**src/rtl/nes_palette_ram.sv**
```systemverilog
// nes_palette_ram
//   Writable NES PPU palette memory. After reset a loader copies the 32-entry
//   palette ROM into internal storage; afterwards a CPU register port
//   (PPUCTRL / PPUADDR / PPUDATA subset) writes and reads entries, and a render
//   port reads entries with one cycle of latency.
//
// Ports
//   clk, rst_n   system clock (posedge), asynchronous active-low reset
//   rom_addr     palette ROM address during load (holds 31 once loaded)
//   rom_data     palette ROM data, valid one cycle after rom_addr
//   busy         high while the loader runs; CPU writes are dropped
//   reg_sel      0=CTRL 1=ADDR 2=DATA 3=reserved
//   reg_we       one-cycle register write strobe
//   reg_re       one-cycle DATA read strobe
//   status_rd    one-cycle strobe clearing the ADDR write toggle ($2002 read)
//   reg_din      register write data
//   reg_dout     DATA read result, valid with reg_dvalid
//   reg_dvalid   one-cycle pulse one cycle after an accepted reg_re
//   rd_addr      render read index
//   rd_dout      render read data, one cycle after rd_addr
module nes_palette_ram #(
  parameter int unsigned ENTRIES = 32,
  parameter int unsigned DW      = 6
) (
  input  logic       clk,
  input  logic       rst_n,
  output logic [4:0] rom_addr,
  input  logic [7:0] rom_data,
  output logic       busy,
  input  logic [1:0] reg_sel,
  input  logic       reg_we,
  input  logic       reg_re,
  input  logic       status_rd,
  input  logic [7:0] reg_din,
  output logic [7:0] reg_dout,
  output logic       reg_dvalid,
  input  logic [4:0] rd_addr,
  output logic [7:0] rd_dout
);

  typedef enum logic {
    S_LOAD,
    S_RUN
  } state_t;

  localparam logic [DW-1:0] RESET_VAL = DW'(6'h0F);
  localparam logic [5:0]    LOAD_LAST = 6'd32;

  state_t        state, state_nxt;
  logic [5:0]    cnt, cnt_nxt;
  logic          load_we;
  logic [4:0]    load_idx;

  logic [DW-1:0] mem [ENTRIES];
  logic          mem_we;
  logic [4:0]    mem_idx;
  logic [DW-1:0] mem_wdat;

  logic [13:0]   v, v_nxt, v_step;
  logic          w, w_nxt;
  logic          inc32, inc32_nxt;

  logic          run;
  logic          wr_ctrl, wr_addr, wr_data;
  logic          rd_req, in_pal;
  logic [7:0]    rd_val_nxt;

  logic          unused_rom_bits;
  assign unused_rom_bits = ^rom_data[7:DW];

  // Background-colour mirrors: 0x10/0x14/0x18/0x1C alias 0x00/0x04/0x08/0x0C.
  function automatic logic [4:0] phys(input logic [4:0] i);
    return (i[4] && (i[1:0] == 2'b00)) ? {1'b0, i[3:0]} : i;
  endfunction

  function automatic logic [7:0] pad(input logic [DW-1:0] d);
    return 8'(d);
  endfunction

  // cnt runs 0..32: it drives rom_addr (clamped at 31) and, one cycle
  // behind, the storage write index for the ROM byte that just arrived.
  assign rom_addr = cnt[5] ? 5'h1F : cnt[4:0];
  assign busy     = (state == S_LOAD);

  always_comb begin
    state_nxt = state;
    cnt_nxt   = cnt;
    load_we   = 1'b0;
    load_idx  = cnt[4:0] - 5'd1;
    case (state)
      S_LOAD: begin
        load_we = (cnt != 6'd0);
        if (cnt == LOAD_LAST) begin
          state_nxt = S_RUN;
        end else begin
          cnt_nxt = cnt + 6'd1;
        end
      end
      default: ;
    endcase
  end

  always_comb begin
    run     = (state == S_RUN);
    wr_ctrl = run && reg_we && (reg_sel == 2'd0);
    wr_addr = run && reg_we && (reg_sel == 2'd1);
    wr_data = run && reg_we && (reg_sel == 2'd2);
    // A simultaneous write takes priority; the read is discarded.
    rd_req  = reg_re && !reg_we && (reg_sel == 2'd2);
    in_pal  = (v[13:8] == 6'h3F);
    v_step  = inc32 ? 14'd32 : 14'd1;

    v_nxt     = v;
    w_nxt     = w;
    inc32_nxt = inc32;

    if (wr_ctrl) begin
      inc32_nxt = reg_din[2];
    end
    if (wr_addr) begin
      if (!w) begin
        v_nxt[13:8] = reg_din[5:0];
        w_nxt       = 1'b1;
      end else begin
        v_nxt[7:0]  = reg_din;
        w_nxt       = 1'b0;
      end
    end
    if (wr_data || (run && rd_req)) begin
      v_nxt = v + v_step;
    end
    // Applied after the ADDR write so a coincident $2002 read wins.
    if (run && status_rd) begin
      w_nxt = 1'b0;
    end

    rd_val_nxt = (run && in_pal) ? pad(mem[phys(v[4:0])]) : 8'h00;

    mem_we   = 1'b0;
    mem_idx  = phys(v[4:0]);
    mem_wdat = reg_din[DW-1:0];
    if (load_we) begin
      mem_we   = 1'b1;
      mem_idx  = phys(load_idx);
      mem_wdat = rom_data[DW-1:0];
    end else if (wr_data && in_pal) begin
      mem_we   = 1'b1;
    end
  end

  always_ff @(posedge clk or negedge rst_n) begin
    if (!rst_n) begin
      state      <= S_LOAD;
      cnt        <= '0;
      v          <= '0;
      w          <= 1'b0;
      inc32      <= 1'b0;
      reg_dout   <= '0;
      reg_dvalid <= 1'b0;
      rd_dout    <= '0;
    end else begin
      state      <= state_nxt;
      cnt        <= cnt_nxt;
      v          <= v_nxt;
      w          <= w_nxt;
      inc32      <= inc32_nxt;
      reg_dvalid <= rd_req;
      if (rd_req) begin
        reg_dout <= rd_val_nxt;
      end
      // Reads the pre-write value when the same entry is written this cycle.
      rd_dout    <= pad(mem[phys(rd_addr)]);
    end
  end

  always_ff @(posedge clk or negedge rst_n) begin
    if (!rst_n) begin
      for (int unsigned i = 0; i < ENTRIES; i++) begin
        mem[i] <= RESET_VAL;
      end
    end else if (mem_we) begin
      mem[mem_idx] <= mem_wdat;
    end
  end

endmodule
```
**config.mk**
```make
export PLATFORM = sky130hd
export DESIGN_NAME = nes_palette_ram
export DESIGN_NICKNAME = d
export VERILOG_FILES = /design/src/rtl/nes_palette_ram.sv
export SDC_FILE = /design/constraint.sdc
export NUM_CORES = 1
export LEC_CHECK = 0
export ABC_CLOCK_PERIOD_IN_PS = 3400
export CAP_MARGIN = 20
export CORE_MARGIN = 2
export CORE_UTILIZATION = 55
export CTS_BUF_LIST = sky130_fd_sc_hd__clkbuf_4 sky130_fd_sc_hd__clkbuf_8
export CTS_CLUSTER_DIAMETER = 100
export DETAILED_ROUTE_END_ITERATION = 8
export GPL_TIMING_DRIVEN = 0
export PLACE_DENSITY = 0.73
export SYNTH_ARGS = -nofsm -noshare
export SYNTH_HDL_FRONTEND = slang
export SYNTH_SLANG_ARGS = --single-unit
```
**constraint.sdc**
```tcl
create_clock -name clk -period 3.4 [get_ports clk]
set_input_delay 1.02 -clock clk [delete_from_list [all_inputs] [get_ports clk]]
set_output_delay 1.02 -clock clk [all_outputs]
set_load 0.1 [all_outputs]
```
==> results of run 1 <==
==> worst max-delay path, cell delays in order <==
cell and delay [ps]:
clkdlybuf4s50_1 460, nand2b_1 190, or4_1 600, a2bb2oi_1 230
nand2b_1 190, buf_2 240, nor2_2 700, a2bb2oi_1 160
==> final cells by class <==
| cell class | count | share of cell area, % |
|---|---|---|
| inverters | 16 | 0.426 |
| diodes | 3 | 0.0532 |
| multi-input cells | 672 | 44.0 |
| flip-flops and latches | 224 | 40.9 |
| plain buffers | 81 | 2.61 |
| repair buffers | 47 | 3.62 |
| well taps | 280 | 2.48 |
| clock buffers | 69 | 5.85 |
| clock inverters | 3 | 0.106 |
==> repair_timing <==
item / 4_1_cts / 5_1_grt
pin swaps: 0 / 0
gates resized for setup: 4 / 11
setup endpoints to repair: 21 / 45
==> where the power goes <==
part	internal (mW)	switching, mW	total, mW	leakage [nW]
Sequential	2.89	0.149	3.04	2.50
Clock	1.52	1.16	2.68	0.456
Combinational	0.956	1.67	2.63	2.68
==> cell usage after synthesis (9+ instances only) <==
library cell	number
dfstp_2	126
and2_1	13
inv_1	15
nand3_1	19
mux4_2	77
a2bb2oi_2	16
nor2_2	24
a2bb2oi_1	174
nor2_1	26
o21ai_0	14
a211oi_1	26
a21oi_1	18
mux2i_1	19
buf_2	17
clkbuf_1	53
dfrtp_1	98
nor2b_1	13
nand2_1	79
a21o_1	9
==> worst min path at each step <==
stage	slack [ps]	start	depth (start not counted)	to
after floorplan	480	v[5]$_DFFE_PN0P_	2	v[5]$_DFFE_PN0P_
final	420	rst_n	1	v[10]$_DFFE_PN0P_
after detailed placement	490	reg_dout[4]$_DFFE_PN0N_	2	reg_dout[4]$_DFFE_PN0N_
after global placement	450	reg_dout[4]$_DFFE_PN0N_	2	reg_dout[4]$_DFFE_PN0N_
after CTS	460	rst_n	1	v[10]$_DFFE_PN0P_
after global routing	470	rst_n	1	v[10]$_DFFE_PN0P_
==> layer usage <==
| metal | global-route usage [%] | vias to the layer above | routed length [um] |
|---|---|---|---|
| met3 | 11.7 | 169 | 5280 |
| met5 | 0 | - | 0 |
| met2 | 51.5 | 757 | 18000 |
| li1 | - | 4098 | - |
| met4 | 19.6 | 0 | 2650 |
| met1 | 48.6 | 4907 | 16000 |
==> flip-flops by register name, indices dropped and copies added, names as in the netlist <==
signal and count:
rd_dout 6, inc32 1, cnt 6, v 14, reg_dvalid 1, w 1, reg_dout 6, mem 188
run 1
==> stage by stage <==
stage | area, um2 | TNS [ps]
floorplan | 12300 | 0
global placement | 13100 | -1493580
detailed placement | 13200 | -69530
CTS | 14000 | 0
global route | 14100 | -43.4
finish | 14100 | 0
==> cells by family (layout without fill, tap and decap cells) <==
logic type / count (synthesis) / after routing
xor+xnor: 8 / 8
flops: 224 / 224
fa+ha+maj: 7 / 7
other cells: 1 / 7
mux: 97 / 97
compound gates: 330 / 330
simple gates: 226 / 226
buf+inv: 97 / 216
==> results.sh, run 1 <==
export IMPL_cts_buffers=40
export IMPL_ys_ff_latch=224
export IMPL_grt_pass1_wl_um=63400
export IMPL_grt_max_degree=94
export IMPL_r2r_end="reg_dout[3]$_DFFE_PN0N_"
export IMPL_layout_nets=1117
export IMPL_ctsHoldBuffers=0
export IMPL_antenna_found_initial=3
export IMPL_setup_violations_final=0
export IMPL_final_core_util_pct=64.4
export IMPL_wl_per_cell_um=30.0
export IMPL_core_um2=21900
export IMPL_layout_common_cells="a2bb2oi_1, dfstp_2, dfrtp_1"
export IMPL_critPathCapture="mem[108]$_DFFE_PN1P_"
export IMPL_status="complete, no violations"
export IMPL_dp_cells=1319
export IMPL_routed_wl_um=41900
export IMPL_crit_start="reg_sel[0]"
export IMPL_synthAdderAreaFrac_pct=0.710
export IMPL_drive_gt1_share_pct=33.9
export IMPL_fin_skew_ps=26.0
export IMPL_fmax_mhz=297
export IMPL_critPathLaunchType="primary input"
export IMPL_place_ws_ps=-694
export IMPL_clkSinkCount=224
export IMPL_crit_type="primary input to flip-flop"
export IMPL_syn_inst=990
export IMPL_fillers=1695
export IMPL_die_x_um=154
export IMPL_vdd_drop_max_v=0.000314
export IMPL_rsz0062_at_grt="true"
export IMPL_grt_usage_pct=35.9
export IMPL_syn_to_final_growth_pct=14.3
export IMPL_syn_area_um2=12300
export IMPL_period_needed_ps=3360
export IMPL_drv_slew=0
export IMPL_p_total_mw=8.35
export IMPL_r2r_slack_ps=230
export IMPL_multi_input_area_um2=6200
export IMPL_yosys_warnings=0
export IMPL_synth_top_area_share_pct=26.8
export IMPL_period_share_pct=99.0
export IMPL_cts_tree="done"
export IMPL_overflow=0
export IMPL_rr_startpoint="v[1]$_DFFE_PN0P_"
export IMPL_synth_xor_area_share_pct=0.568
export IMPL_min_path_type="primary input to async pin"
export IMPL_yosys_area_share_simple_pct=10.0
export IMPL_cts_htree_levels=2
export IMPL_gp_congestion=0.982
export IMPL_p_leak_nw=5.64
export IMPL_reg2reg_depth=7
export IMPL_cts_setup_buffers=0
export IMPL_worstPathRequired_ps=3830
export IMPL_synth_area_leader_cell="dfstp_2"
export IMPL_end_kind="flip-flop"
export IMPL_hold_slack_ps=423
export IMPL_insertion_delay_ps=550
export IMPL_async_flop_share_pct=100
export IMPL_postRouteAntennaNets=0
export IMPL_dieArea_um2=23600
export IMPL_core_rowCount=54
export IMPL_mostFrequentLayoutCell="a2bb2oi_1"
export IMPL_via_count=9931
export IMPL_crit_arrival_ps=3800
export IMPL_synth_mux_area_share_pct=15.7
export IMPL_seq_area_um2=5760
export IMPL_cap_violations=0
export IMPL_clk_path_buf_depth=3
export IMPL_cts_root_buf="clkbuf_8"
export IMPL_synth_area_leaders="dfstp_2, dfrtp_1, mux4_2, a2bb2oi_1, nand2_1"
export IMPL_finalWorstSetupSlack_ps=35.3
export IMPL_synth_compound_area_share_pct=22.8
export IMPL_fp_dieH_um=154
export IMPL_synthDistinctLibCells=67
export IMPL_drt_iter0_drc=1290
export IMPL_syn_avg_cell_area_um2=12.5
export IMPL_synth_edf_count=0
export IMPL_fin_cells=1395
export IMPL_clk_pin_slew_ps=60
export IMPL_power_density_nw_per_um2=592
export IMPL_yosysSeqAreaShare_pct=46.7
export IMPL_slew_headroom_pct=28.1
export IMPL_ios=51
export IMPL_synth_flop_cell="dfstp_2"
export IMPL_path_max_fanout=10
export IMPL_viasPerCell=7.12
export IMPL_synth_top_family_by_area="compound AO/OA/AOI/OAI gates"
export IMPL_port_buffers=41
export IMPL_dp_hpwl_um=28800
export IMPL_drc_errors=0
export IMPL_grt_pass1_vias=10000
export IMPL_drtPass1Iterations=7
export IMPL_final_hold_viol_count=0
export IMPL_worst_pin_slew_ps=1080
export IMPL_start_util_pct=56.3
No activity file was read; power rests on OpenSTA's default activity.
==> inputs of run 2 (changes only) <==
- SETUP_SLACK_MARGIN: not set -> 0.2
==> results.sh, run 2 (synthesis results as in run 1) <==
export IMPL_min_path_type="primary input to async pin"
export IMPL_die_x_um=154
export IMPL_rsz0062_at_grt="true"
export IMPL_grt_max_degree=94
export IMPL_max_stage_delay_ps=580
export IMPL_ctsHoldBuffers=0
export IMPL_grt_pass1_wl_um=63500
export IMPL_insertion_delay_ps=560
export IMPL_syn_to_final_growth_pct=15.9
export IMPL_largestRegisters="mem: 188 flops, v: 14 flops"
export IMPL_end_kind="flip-flop"
export IMPL_rr_startpoint="v[2]$_DFFE_PN0P_"
export IMPL_viasPerCell=7.22
export IMPL_largest_register="mem"
export IMPL_setup_violations_final=0
export IMPL_path_cells="clkdlybuf4s50_1 > nand2b_1 > or4_4 > a2bb2oi_1 > or2_1 > buf_2 > nor2_2 > a2bb2oi_1"
export IMPL_overflow=0
export IMPL_tns_ps=0
export IMPL_worstPathRequired_ps=3830
export IMPL_cts_buffers=40
export IMPL_fin_skew_ps=26.7
export IMPL_ios=51
export IMPL_vdd_drop_max_v=0.000312
export IMPL_port_buffers=41
export IMPL_drc_errors=0
export IMPL_cts_root_buf="clkbuf_8"
export IMPL_core_rowCount=54
export IMPL_grt_pass1_vias=10000
export IMPL_via_count=10100
export IMPL_place_ws_ps=-694
export IMPL_period_needed_ps=3270
export IMPL_cap_violations=0
export IMPL_layout_common_cells="a2bb2oi_1, dfstp_2, dfrtp_1"
export IMPL_largest_register_ffs=188
export IMPL_grt_usage_pct=35.9
export IMPL_p_leak_nw=5.70
export IMPL_r2r_slack_ps=240
export IMPL_clk_pin_slew_ps=60
export IMPL_power_density_nw_per_um2=584
export IMPL_gp_congestion=0.982
export IMPL_met2_usage_pct=51.3
export IMPL_crit_type="primary input to flip-flop"
export IMPL_reg2reg_depth=6
export IMPL_final_hold_viol_count=0
export IMPL_grt_util_met3_pct=11.4
export IMPL_r2r_end="mem[113]$_DFFE_PN0P_"
export IMPL_start_util_pct=56.3
export IMPL_clk_path_buf_depth=3
export IMPL_wl_per_cell_um=30.2
export IMPL_dieArea_um2=23600
export IMPL_antenna_found_initial=0
export IMPL_crit_path_frequent_cell="a2bb2oi_1"
export IMPL_drv_slew=0
export IMPL_final_core_util_pct=65.3
export IMPL_period_share_pct=96.2
export IMPL_critPathLaunchType="primary input"
export IMPL_clkSinkCount=224
export IMPL_drt_iter0_drc=1339
export IMPL_fp_dieH_um=154
export IMPL_fmax_mhz=306
export IMPL_path_max_fanout=10
export IMPL_drive_gt1_share_pct=35.2
export IMPL_mostFrequentLayoutCell="a2bb2oi_1"
export IMPL_dp_hpwl_um=28800
export IMPL_core_um2=21900
export IMPL_slowest_stage="nor2_2"
export IMPL_cts_htree_levels=2
export IMPL_layout_nets=1126
export IMPL_routed_wl_um=42300
export IMPL_slew_headroom_pct=26.3
export IMPL_postRouteAntennaNets=0
export IMPL_cts_tree="done"
export IMPL_met1_usage_pct=48.9
export IMPL_worst_pin_slew_ps=1110
export IMPL_drtPass1Iterations=5
export IMPL_status="complete, no violations"
export IMPL_crit_arrival_ps=3700
export IMPL_finalWorstSetupSlack_ps=130
export IMPL_grt_busiest_layer="met2"
run 2: changes by cell type in the layout (fill, tap and decap cells not counted), moves of 2 or more:
cell,before,now
diode_2,3,1
dlymetal6s2s_1,2,0
nor2b_2,0,3
nor2_4,13,23
clkbuf_1,53,51
buf_4,8,13
clkdlybuf4s50_1,38,34
nor2b_1,13,10
buf_12,1,6
clkbuf_2,0,2
dlygate4sd2_1,0,6
nor2_2,23,13
run 2: metal layers:
metal	wire, um	part of all wire [%]
met2	18200	43
met1	16300	39
met4	2780	6.6
met5	0	0
met3	4990	12
run 2: worst max-delay path, delay by kind of cell:
family                 cells  cell delay [ps]
buffers and inverters      2              720
AND/OR/NAND/NOR            4             1600
AO/OA/AOI/OAI              2              360
run 2: area by class of cell:
class,count,area (um2)
well taps,280,350
clock buffers,69,825
inverters,16,60.1
diodes,1,2.50
repair buffers,56,628
clock inverters,3,15.0
plain buffers,81,379
multi-input cells,672,6280
flip-flops and latches,224,5760
fillers,1671,7590
run 2: metrics by stage:
stage	power [mW]	std cells	cell area [um2]	hold slack, ps
6_report	8.35	1402	14300	416
5_1_grt	8.59	1401	14300	464
4_1_cts	8.25	1391	14100	456
3_5_place_dp	5.59	1319	13200	489
3_3_place_gp	5.56	1314	13100	455
2_1_floorplan	4.71	993	12300	479
run 2: how the worst max path moves through the flow:
stage	start	slack, ps	cells past startpoint	to
2_1_floorplan	rd_addr[2]	620	5	rd_dout[4]$_DFF_PN0_
3_3_place_gp	rst_n	-7940	1	mem[155]$_DFFE_PN0P_
3_5_place_dp	reg_sel[0]	-690	8	mem[143]$_DFFE_PN0P_
4_1_cts	reg_sel[0]	50	8	mem[47]$_DFFE_PN0P_
5_1_grt	reg_sel[0]	100	8	mem[56]$_DFFE_PN1P_
6_report	reg_sel[0]	130	8	mem[32]$_DFFE_PN1P_
run 2: where the power goes:
part / leakage, nW / switching, mW / internal, mW
registers: 2.50 / 0.150 / 2.89
clock network: 0.456 / 1.17 / 1.52
logic: 2.74 / 1.67 / 0.955
run 2: repair_timing:
item                       CTS  global route
buffers inserted             0            10
setup endpoints to repair   89           139
pin swaps                    0             8
gates resized for setup     21            22
==> inputs of run 3 (changes only) <==
- CELL_PAD_IN_SITES_DETAIL_PLACEMENT: not set -> 0
- CELL_PAD_IN_SITES_GLOBAL_PLACEMENT: not set -> 1
- CORE_UTILIZATION: 55 -> 52
- PLACE_DENSITY: 0.73 -> not set
- PLACE_DENSITY_LB_ADDON: not set -> 0.1
==> results.sh, run 3 (synthesis results as in run 1) <==
export IMPL_status="complete, no violations"
export IMPL_antenna_found_initial=0
export IMPL_largestRegisters="mem: 188 flops, v: 14 flops"
export IMPL_path_buf_inv=2
export IMPL_via_count=9955
export IMPL_switching_share_pct=35.5
export IMPL_final_core_util_pct=62.4
export IMPL_r2r_end="mem[134]$_DFFE_PN1P_"
export IMPL_viasPerCell=6.89
export IMPL_period_share_pct=93.8
export IMPL_end_kind="flip-flop"
export IMPL_routed_wl_um=43500
export IMPL_p_leak_nw=5.79
export IMPL_drive_gt1_share_pct=36.9
export IMPL_crit_start="cnt[0]$_DFFE_PN0P_"
export IMPL_rr_startpoint="cnt[0]$_DFFE_PN0P_"
export IMPL_grt_pass1_vias=9700
export IMPL_mostFrequentLayoutCell="a2bb2oi_1"
export IMPL_finalWorstSetupSlack_ps=211
export IMPL_cts_root_buf="clkbuf_8"
export IMPL_place_ws_ps=-724
export IMPL_internal_power_mw=5.54
export IMPL_port_buffers=41
export IMPL_dp_hpwl_um=29700
export IMPL_cts_htree_levels=2
export IMPL_syn_to_final_growth_pct=18.3
export IMPL_largest_register="mem"
export IMPL_drtPass1Iterations=5
export IMPL_fin_cells=1445
export IMPL_dp_cells=1355
export IMPL_reg2reg_depth=9
export IMPL_drc_errors=0
export IMPL_cts_buffers=40
export IMPL_gp_congestion=0.948
export IMPL_path_depth=9
export IMPL_slowest_stage="o2bb2ai_1"
export IMPL_net_switching_power_mw=3.05
export IMPL_layout_common_cells="a2bb2oi_1, dfstp_2, dfrtp_1"
export IMPL_core_um2=23400
export IMPL_vdd_drop_max_v=0.000312
export IMPL_clkSinkCount=224
export IMPL_min_path_type="flip-flop to flip-flop"
export IMPL_fillers=1913
export IMPL_fmax_mhz=314
export IMPL_slew_headroom_pct=21.0
export IMPL_p_comb_share_pct=31.2
export IMPL_grt_max_degree=119
export IMPL_drt_iter0_drc=1069
export IMPL_period_needed_ps=3190
export IMPL_grt_usage_pct=35.5
export IMPL_wl_per_cell_um=30.1
export IMPL_worst_pin_slew_ps=1190
export IMPL_start_util_pct=52.7
export IMPL_setup_violations_final=0
export IMPL_clk_pin_slew_ps=60
export IMPL_r2r_slack_ps=210
export IMPL_cts_tree="done"
export IMPL_crit_type="flip-flop to flip-flop"
export IMPL_ios=51
export IMPL_layout_nets=1129
export IMPL_path_cells="inv_1 > ha_1 > or2_2 > o21ai_0 > a22o_1 > o2bb2ai_1 > and2_1 > clkbuf_1 > a2bb2oi_1"
export IMPL_max_stage_delay_ps=540
export IMPL_cp_top_family="compound AO/OA/AOI/OAI gates"
export IMPL_dieArea_um2=25000
export IMPL_rsz0062_at_grt="true"
export IMPL_clk_path_buf_depth=3
export IMPL_crit_arrival_ps=3670
export IMPL_die_x_um=158
export IMPL_p_total_mw=8.59
export IMPL_grt_pass1_wl_um=63700
export IMPL_core_rowCount=56
export IMPL_insertion_delay_ps=570
export IMPL_worstPathRequired_ps=3880
export IMPL_postRouteAntennaNets=0
export IMPL_fin_skew_ps=19.3
export IMPL_cap_violations=0
export IMPL_critPathCapture="mem[134]$_DFFE_PN1P_"
export IMPL_fp_dieH_um=158
export IMPL_hold_slack_ps=473
export IMPL_antenna_cells=0
export IMPL_clockPowerShare_pct=33.4
export IMPL_path_max_fanout=10
export IMPL_power_density_nw_per_um2=588
export IMPL_largest_register_ffs=188
export IMPL_drv_slew=0
export IMPL_overflow=0
export IMPL_power_frac_seq_pct=35.4
export IMPL_final_hold_viol_count=0
export IMPL_critPathLaunchType="flip-flop"
==> run 3: changes by cell type in the layout (fill, tap and decap cells not counted), sizes merged <==
cell / delta
diode: -1
buf: +2
clkinv: -2
inv: +1
clkbuf: +5
clkdlybuf4s15: -1
dlygate4sd2: -1
bufinv: +1
==> run 3: area by class of cell <==
| cell class | count | area (um2) | share of cell area (%) |
|---|---|---|---|
| repair buffers | 59 | 713 | 4.89 |
| inverters | 16 | 60.1 | 0.412 |
| flip-flops and latches | 224 | 5760 | 39.5 |
| well taps | 319 | 399 | 2.73 |
| clock inverters | 3 | 43.8 | 0.300 |
| clock buffers | 71 | 871 | 5.97 |
| multi-input cells | 672 | 6350 | 43.5 |
| plain buffers | 81 | 389 | 2.67 |
==> run 3: metrics by stage <==
stage	area, um2	setup TNS (ps)
6_report	14600	0
3_5_place_dp	13200	-75070
4_1_cts	14200	0
2_1_floorplan	12300	0
5_1_grt	14600	0
3_3_place_gp	13200	-1533080
==> run 3: power by group through the flow <==
| stage | registers, mW | clock network (mW) | logic [mW] |
|---|---|---|---|
| final | 3.04 | 2.87 | 2.68 |
| after global routing | 3.06 | 3.03 | 2.77 |
| after CTS | 3.03 | 2.89 | 2.56 |
| after detailed placement | 3.07 | 0 | 2.54 |
| after global placement | 3.07 | 0 | 2.55 |
| after floorplan | 3.13 | 0 | 1.58 |
==> run 3: routing by layer <==
layer	routed length, um	vias up	track usage (%)
li1	-	4109	-
met1	16900	5074	48.5
met2	19800	659	54.2
met3	4750	113	8.38
met4	2060	0	16.1
met5	0	-	0
==> run 3: worst register-to-register path, delay by kind of cell, from the launching register on <==
kind,cells,cell delay (ps)
AO/OA/AOI/OAI,4,1210
adder cells (fa/ha/maj),1,330
buffers and inverters,2,500
flip-flops,1,520
AND/OR/NAND/NOR,2,540
==> run 3: timing repair <==
item | CTS | global route
pin swaps | 1 | 9
resized for setup | 21 | 60
hold endpoints to repair | 0 | 0
hold buffers | 0 | 0
endpoints found under the setup margin | 96 | 162
setup buffers | 2 | 14
cloned | 0 | 0
==> run 3: how the worst min path moves through the flow <==
stage                                        from                 endpoint  cells after the start
after floorplan                  v[5]$_DFFE_PN0P_         v[5]$_DFFE_PN0P_                      2
after global placement    reg_dout[4]$_DFFE_PN0N_  reg_dout[4]$_DFFE_PN0N_                      2
after detailed placement  reg_dout[0]$_DFFE_PN0N_  reg_dout[0]$_DFFE_PN0N_                      2
after CTS                 reg_dout[0]$_DFFE_PN0N_  reg_dout[0]$_DFFE_PN0N_                      2
after global routing      reg_dout[0]$_DFFE_PN0N_  reg_dout[0]$_DFFE_PN0N_                      2
final                     reg_dout[0]$_DFFE_PN0N_  reg_dout[0]$_DFFE_PN0N_                      2
